$ cat config.mk
export PLATFORM = sky130hd
export DESIGN_NAME = score_overlay
export DESIGN_NICKNAME = d
export VERILOG_FILES = /design/src/rtl/score_overlay.sv
export SDC_FILE = /design/constraint.sdc
export NUM_CORES = 1
export LEC_CHECK = 0
export CORE_ASPECT_RATIO = 0.6
export CORE_MARGIN = 2
export CORE_UTILIZATION = 40
export DETAILED_ROUTE_END_ITERATION = 12
export PLACE_DENSITY = 0.69
export SYNTH_ARGS = -nofsm -noshare
export SYNTH_HDL_FRONTEND = slang
export SYNTH_SLANG_ARGS = --single-unit
$ cat constraint.sdc
create_clock -name clk -period 2.11 [get_ports clk]
set_input_delay 0.422 -clock clk [delete_from_list [all_inputs] [get_ports clk]]
set_output_delay 0.422 -clock clk [all_outputs]
set_load 0.02 [all_outputs]
$ cat src/rtl/score_overlay.sv
`default_nettype none
// ============================================================================
//  Module      : score_overlay
//  Description : Holds both players' scores and the play / game-over state,
//                and renders the two score digits as a 3-bit rgb layer.
//                For every VGA pixel it produces sprite-relative row/col and
//                the digit value for an external 0..9 sprite ROM mux. It then
//                registers the rgb value that mux returns.
//  Ports       : clk, reset_n         - pixel clock, async active-low reset
//                point_p1/p2, new_game - one-cycle game event pulses
//                pixel_row/col/valid  - current VGA pixel
//                digit_row/col/value  - registered lookup to the ROM mux
//                digit_rgb            - combinational ROM mux return
//                rgb, rgb_valid       - score-layer pixel, 2 clocks latency
//                score_p1/p2, game_over, winner - game status
//  Revision    : 1.0 - initial release
// ============================================================================
module score_overlay #(
    parameter int DIGIT_W      = 11,
    parameter int DIGIT_H      = 16,
    parameter int P1_X         = 280,
    parameter int P2_X         = 349,
    parameter int SCORE_Y      = 16,
    parameter int WIN_SCORE    = 9,
    parameter int BLINK_FRAMES = 30
) (
    input  logic       clk,
    input  logic       reset_n,
    input  logic       point_p1,
    input  logic       point_p2,
    input  logic       new_game,
    input  logic [9:0] pixel_row,
    input  logic [9:0] pixel_col,
    input  logic       pixel_valid,
    output logic [9:0] digit_row,
    output logic [9:0] digit_col,
    output logic [3:0] digit_value,
    input  logic [2:0] digit_rgb,
    output logic [2:0] rgb,
    output logic       rgb_valid,
    output logic [3:0] score_p1,
    output logic [3:0] score_p2,
    output logic       game_over,
    output logic       winner
);

    localparam int CNT_W = (BLINK_FRAMES > 1) ? $clog2(BLINK_FRAMES) : 1;

    localparam logic [9:0]       c_p1_x       = 10'(P1_X);
    localparam logic [9:0]       c_p1_x_end   = 10'(P1_X + DIGIT_W);
    localparam logic [9:0]       c_p2_x       = 10'(P2_X);
    localparam logic [9:0]       c_p2_x_end   = 10'(P2_X + DIGIT_W);
    localparam logic [9:0]       c_score_y    = 10'(SCORE_Y);
    localparam logic [9:0]       c_row_end    = 10'(SCORE_Y + DIGIT_H);
    localparam logic [9:0]       c_no_hit     = 10'h3FF;
    localparam logic [3:0]       c_win        = 4'(WIN_SCORE);
    localparam logic [CNT_W-1:0] c_blink_last = CNT_W'(BLINK_FRAMES - 1);

    typedef enum logic [0:0] {
        ST_PLAY = 1'b0,
        ST_OVER = 1'b1
    } state_t;

    state_t            r_state;
    logic [3:0]        r_score_p1;
    logic [3:0]        r_score_p2;
    logic              r_winner;
    logic [CNT_W-1:0]  r_blink_cnt;
    logic              r_blink_phase;   // 1 = winner digit visible

    logic [9:0]        r_digit_row;
    logic [9:0]        r_digit_col;
    logic [3:0]        r_digit_value;
    logic              r_hit_s1;
    logic              r_valid_s1;
    logic [2:0]        r_rgb;
    logic              r_rgb_valid;

    state_t            w_state_nxt;
    logic [3:0]        w_score_p1_nxt;
    logic [3:0]        w_score_p2_nxt;
    logic              w_winner_nxt;
    logic [CNT_W-1:0]  w_blink_cnt_nxt;
    logic              w_blink_phase_nxt;

    logic              w_tick;
    logic [3:0]        w_p1_inc;
    logic [3:0]        w_p2_inc;
    logic              w_row_in;
    logic              w_hit1;
    logic              w_hit2;
    logic              w_hide_p1;
    logic              w_hide_p2;

    assign w_tick   = pixel_valid && (pixel_row == 10'd0) && (pixel_col == 10'd0);
    assign w_p1_inc = r_score_p1 + 4'd1;
    assign w_p2_inc = r_score_p2 + 4'd1;

    // Next game state. Computed combinationally so the pixel stage can show
    // the score produced by the same clock edge.
    always_comb begin
        w_state_nxt       = r_state;
        w_score_p1_nxt    = r_score_p1;
        w_score_p2_nxt    = r_score_p2;
        w_winner_nxt      = r_winner;
        w_blink_cnt_nxt   = r_blink_cnt;
        w_blink_phase_nxt = r_blink_phase;

        if (new_game) begin
            w_state_nxt       = ST_PLAY;
            w_score_p1_nxt    = 4'd0;
            w_score_p2_nxt    = 4'd0;
            w_winner_nxt      = 1'b0;
            w_blink_cnt_nxt   = '0;
            w_blink_phase_nxt = 1'b1;
        end else begin
            case (r_state)
                ST_PLAY: begin
                    w_blink_cnt_nxt   = '0;
                    w_blink_phase_nxt = 1'b1;
                    // Simultaneous points cancel out: neither is counted.
                    if (point_p1 && !point_p2) begin
                        w_score_p1_nxt = w_p1_inc;
                        if (w_p1_inc == c_win) begin
                            w_state_nxt  = ST_OVER;
                            w_winner_nxt = 1'b0;
                        end
                    end else if (point_p2 && !point_p1) begin
                        w_score_p2_nxt = w_p2_inc;
                        if (w_p2_inc == c_win) begin
                            w_state_nxt  = ST_OVER;
                            w_winner_nxt = 1'b1;
                        end
                    end
                end
                ST_OVER: begin
                    if (w_tick) begin
                        if (r_blink_cnt == c_blink_last) begin
                            w_blink_cnt_nxt   = '0;
                            w_blink_phase_nxt = !r_blink_phase;
                        end else begin
                            w_blink_cnt_nxt = r_blink_cnt + CNT_W'(1);
                        end
                    end
                end
                default: w_state_nxt = ST_PLAY;
            endcase
        end
    end

    // Window hit tests; the two windows never overlap.
    assign w_row_in = (pixel_row >= c_score_y) && (pixel_row < c_row_end);
    assign w_hit1   = pixel_valid && w_row_in && (pixel_col >= c_p1_x) && (pixel_col < c_p1_x_end);
    assign w_hit2   = pixel_valid && w_row_in && (pixel_col >= c_p2_x) && (pixel_col < c_p2_x_end);

    // The winner's digit is blanked during the off half of the blink.
    assign w_hide_p1 = (w_state_nxt == ST_OVER) && !w_blink_phase_nxt && !w_winner_nxt;
    assign w_hide_p2 = (w_state_nxt == ST_OVER) && !w_blink_phase_nxt &&  w_winner_nxt;

    always_ff @(posedge clk or negedge reset_n) begin
        if (!reset_n) begin
            r_state       <= ST_PLAY;
            r_score_p1    <= 4'd0;
            r_score_p2    <= 4'd0;
            r_winner      <= 1'b0;
            r_blink_cnt   <= '0;
            r_blink_phase <= 1'b1;
            r_digit_row   <= c_no_hit;
            r_digit_col   <= c_no_hit;
            r_digit_value <= 4'd0;
            r_hit_s1      <= 1'b0;
            r_valid_s1    <= 1'b0;
            r_rgb         <= 3'b000;
            r_rgb_valid   <= 1'b0;
        end else begin
            r_state       <= w_state_nxt;
            r_score_p1    <= w_score_p1_nxt;
            r_score_p2    <= w_score_p2_nxt;
            r_winner      <= w_winner_nxt;
            r_blink_cnt   <= w_blink_cnt_nxt;
            r_blink_phase <= w_blink_phase_nxt;

            // Stage 1: sprite-relative lookup address
            if (w_hit1) begin
                r_digit_row   <= pixel_row - c_score_y;
                r_digit_col   <= pixel_col - c_p1_x;
                r_digit_value <= w_score_p1_nxt;
            end else if (w_hit2) begin
                r_digit_row   <= pixel_row - c_score_y;
                r_digit_col   <= pixel_col - c_p2_x;
                r_digit_value <= w_score_p2_nxt;
            end else begin
                r_digit_row   <= c_no_hit;
                r_digit_col   <= c_no_hit;
            end
            r_hit_s1   <= (w_hit1 && !w_hide_p1) || (w_hit2 && !w_hide_p2);
            r_valid_s1 <= pixel_valid;

            // Stage 2: capture the ROM mux return
            r_rgb       <= r_hit_s1 ? digit_rgb : 3'b000;
            r_rgb_valid <= r_valid_s1;
        end
    end

    assign digit_row   = r_digit_row;
    assign digit_col   = r_digit_col;
    assign digit_value = r_digit_value;
    assign rgb         = r_rgb;
    assign rgb_valid   = r_rgb_valid;
    assign score_p1    = r_score_p1;
    assign score_p2    = r_score_p2;
    assign game_over   = (r_state == ST_OVER);
    assign winner      = r_winner;

endmodule
`default_nettype wire

# Yosys cells after proc, flatten, opt, wreduce, memory -nomap -nowiden
# Index checks and enable logic that the tools add are counted.
# classes
addsub	6
n_mul	0
div_mod_pow	0
order_cmp	6
n_eq_ne	4
n_shift	0
n_mux	34
n_bitwise	1
reduce_logical	26
# op_table
operator	count
$mux W10	4
$mux W4	9
$ge A10 B9 Y1 const B	2
$logic_not A10 Y1	2
$lt A10 B9 Y1 const B	2
$sub A10 B9 Y10 const B	2
$logic_and A1 B1 Y1	15
$mux W1	15
$mux W5	3
$ge A10 B5 Y1 const B	1
$lt A10 B6 Y1 const B	1
$pmux W5 S2	1
$sub A10 B5 Y10 const B	1
$add A4 B1 Y4 const B	2
$eq A4 B4 Y1 const B	2
$logic_not A1 Y1	7
$add A5 B1 Y5 const B	1
$eq A5 B5 Y1 const B	1
$mux W3	1
$ne A3 B2 Y1 const B	1
$pmux W1 S2	1
$reduce_bool A2 Y1	1
$logic_or A1 B1 Y1	1
$not A1 Y1	1
# word_totals
regBits	46
latch_bits	0
ram_bits	0
mem_bits_ro	0
in_bits	29
output_inout_bits	38
n_memories	0

# Depth between registers and ports, before layout
# logic_depth
word_depth	12
mapped_depth	10
depth_no_buf	8

# Worst setup path after synthesis
# OpenSTA, ideal clock, no wires.
# synth_path
path_kind	in2reg
from	input port pixel_col[3]
to	register r_digit_col[5], in the netlist digit_col[5]
arrival_ns	2.241
path_slack_ns	-0.226
stages	7
path_buffers	0
path_cell_list	ha_1 or4b_1 o31ai_1 a21oi_1 a211oi_4 nor2_1 or4_1
# synth_between
elab_chain_cells	5
elab_cells_between_ends	12
# synth_rtl
element	line_no	rtl
start: declaration	33	input logic [9:0] pixel_col,
$ge A10 B9 Y1	154	assign w_hit2 = pixel_valid && w_row_in && (pixel_col >= c_p2_x) && (pixel_col < c_p2_x_end);
$logic_and A1 B1 Y1 (2 in a row)	154	
$mux W10	188	end else if (w_hit2) begin
$mux W10 *	184	if (w_hit1) begin
end signal: assignment	186	r_digit_col <= pixel_col - c_p1_x;
end signal: assignment	190	r_digit_col <= pixel_col - c_p2_x;
end signal: assignment	194	r_digit_col <= c_no_hit;
end: declaration	72	logic [9:0] r_digit_col;
# Mark *: on every way between the ends. The rest lies on a longest branch, timed or not.
# A chain may end at the register's enable or synchronous reset.

# Worst setup path after layout
# layout_path
from	input port pixel_col[4]
to	register r_digit_col[5], in the netlist digit_col[5]
# The elaborated chain is that of the path after synthesis.

==> metrics.txt <==
fin. max-slew vios=0; TritonCTS Buffers=5; worst hold path type=primary input to register; switching part of the total=approximately a quarter; met3 Use GR=approximately 6%; Syn-to-layout area delta=61.1%; diode count=0; sequential-to-total area share from yosys stat=a little over 50%; core area=5600 µm²; placed insts=between 400 and 500; maximum vdd drop=approximately 300 µV; IO Port Bufs=between 60 and 70; outcome=complete, but fails checks; critical path class=primary input to register; CP Max Fanout=5; max cap viols=0; failing checks=setup timing; Clock Latency Late Sink=between 300 and 400 ps; share of layout cells above drive strength 1=about 33%; worst slew pin tran=~380 ps; P_int=~0.0014 W; met1 Use GR=29.8%; Leakage=between 1.5 and 2 nW; largest net degree at the start of global routing=21; Cells after Synth=between 200 and 250; H-tree levels=2; initial antenna violation count=0; Final nets=between 300 and 400; initial drt markers=about 160; combinational power share=16.2%; final core utilization=roughly 67%; final worst setup slack=-20.9 ps; met2 usage=between 20% and 30%; vias in the first global route=2094; GRT Resource Usage Total=between 20 and 25%; Worst Clk Skew=approximately 14 ps; Final min period=around 2100 ps; drt via density=around 5.0; asr flop ratio synth=100%; Initial Utilization=a little over two fifths; via count=2160; site row count=21; Clock Power Share=between 30% and 40%; Fmax achieved=approximately 0.47 GHz; Final setup viols=1; flops & latches, synth=46; total overflow reported by the global router=0; Main synth FF type=dfrtp_1; Mapped Nets=273; worst hold margin=between 300 and 400 ps; CTS clk-pin slew, worst paths=approximately 80 ps; clock tree buffer depth=2; Fin. Hold Viols=0; CP Data Arrival Time=between 2000 and 2500 ps; CP startpoint kind=primary input; synth top area cells=dfrtp_1 (27%), dfstp_2 (24%), ha_1 (7.0%); Final ANT Viol Nets=0; Horiz. Die Dim=approximately 100 µm; TritonRoute pass-1 iters=4; RSZ-0062 raised after global routing=true; non-filler cells, final=430; final wirelength=~6300 µm; Cell variety after synth=between 40 and 50; Net Switching=approximately 0.00046 W; largest area contributor in the netlist=dfrtp_1; wire per inst=roughly 15 µm; Cell Pwr Density=roughly 500 nW/µm²; final worst-path cycle share=101%; Ports=67; Mapped Area=between 2000 and 2500 µm²; CTS Sinks=between 40 and 50; Setup crit end kind=register; Placer Congestion=approximately 0.88; Synth top area share=a little over a quarter; final setup TNS=-20.9 ps; Yosys warnings=0; Detail Placement HPWL=4490 µm; chip height=~63 µm; first-pass GRT wire length=10300 µm; Die ar.=approximately 6500 µm²; R2R depth=7; Hold Crit Depth=2; CTS tree=built; headroom to the max-slew limit=roughly 75%; Top Usage Layer GRT=met2; EDFF count, synth=0; CP required=2330 ps; post-synthesis average cell area=approximately 10 µm²; Pwr Total=between 0.0015 and 0.002 W; Clock Root Buffer=clkbuf_8; Reg power frac=between 40% and 50%; DRC viols=0
-- cell families (layout without fill, tap and decap cells) --
logic type	after synthesis	after routing	share of synthesized area [%]
and+or+nand+nor	92	92	20.7
DFF	46	46	50.3
AOI/OAI and AO/OA	45	45	12.8
buffers and inverters	21	140	3.69
adders and majority gates	13	13	6.95
xor gates and xnor gates	9	9	3.37
muxes	5	5	2.14
-- sequential cells by signal, indices dropped and copies added, names as in the netlist --
register,count
r_blink_phase,1
r_blink_cnt,5
score_p2,4
r_hit_s1,1
game_over,1
digit_row,10
digit_col,10
r_valid_s1,1
score_p1,4
digit_value,4
rgb,3
winner,1
rgb_valid,1
-- path summary, 6_finish.rpt --
kind | from | end | slack (ps)
setup / recovery | pixel_col[4] | digit_col[5] | -20
hold / removal | pixel_row[0] | digit_row[0] | 320
setup reg to reg | score_p2[1] | r_hit_s1 | 300
hold reg to reg | r_valid_s1 | rgb_valid | 350
max in group asynchronous | reset_n | digit_row[7] | 1050
min in group asynchronous | reset_n | score_p2[3] | 480
-- cell usage in the layout (no fill, tap or decap), types with 3 or more instances in the layout --
cell type	n
buf_6	5
nand3_1	5
clkbuf_8	5
clkdlybuf4s50_1	45
xor2_1	5
o21ai_0	12
nand2b_1	6
a21oi_1	10
dfrtp_1	25
nor3_4	3
and2_1	4
inv_1	14
ha_1	10
nand4_1	4
nor2b_1	3
a22oi_1	5
nor3b_1	4
buf_8	3
buf_4	46
xnor2_1	4
nand2_1	17
nor2_1	20
clkbuf_2	4
dfstp_2	21
dlygate4sd2_1	6
dlymetal6s2s_1	3
nor3_1	4
mux2i_1	5
-- routing by layer --
metal | vias up | wire [µm]
li1 | 1048 | -
met1 | 1019 | 2910
met2 | 78 | 2830
met3 | 15 | 511
met4 | 0 | 102
met5 | - | 0
-- through the flow --
stage / worst slack (ps) / cell area, µm²
global placement: -737 / 3390
detailed placement: -775 / 3390
CTS: -27.7 / 3630
finish: -20.9 / 3770
floorplan: -139 / 2350
global route: -43.3 / 3770
-- worst max-delay path, cell delays in order --
cell      delay [ps]
buf_8             80
ha_4             130
or4b_4           480
o31ai_4          260
a21oi_2          100
a211oi_4         280
nor2_2            90
or4_1            510
-- power groups by stage --
stage / registers, W / logic (W) / clock network [W]
2_1_floorplan: 0.000943 / 0.0000700 / 0
3_3_place_gp: 0.000925 / 0.000260 / 0
5_1_grt: 0.000913 / 0.000329 / 0.000717
4_1_cts: 0.000909 / 0.000276 / 0.000677
6_report: 0.000910 / 0.000302 / 0.000656
3_5_place_dp: 0.000925 / 0.000262 / 0
-- final cells by class --
class | count | area (µm²)
Clock buffer | 6 | 72.6
Clock inverter | 2 | 36.3
Fill cell | 441 | 1830
Inverter | 15 | 56.3
Multi-Input combinational cell | 164 | 1270
Sequential cell | 46 | 1180
Tap cell | 80 | 100
Timing Repair Buffer | 117 | 1060
-- Yosys cell counts, drive strengths merged, types with 2 or more instances --
cell / number
inv: 15
and2: 4
or4: 2
or3: 2
nand3: 5
nand2: 19
o31ai: 2
dfrtp: 25
buf: 4
xor2: 5
o21a: 2
xnor2: 4
nand2b: 6
nor4: 3
a21oi: 12
ha: 13
o211ai: 2
and3b: 2
nor2: 22
nand4: 4
a22oi: 5
dfstp: 21
nor3: 7
nor2b: 3
mux2i: 5
a211oi: 3
nand3b: 2
clkbuf: 2
o21ai: 12
nor3b: 5
-- timing repair --
action	CTS	global route
pin swaps	14	18
resized for setup	55	40
hold buffers	1	0
gates cloned	0	0
setup endpoints to repair	25	25
hold endpoints to repair	4	0
buffers inserted	7	3
Note: power is estimated with default switching activity, not from simulation.
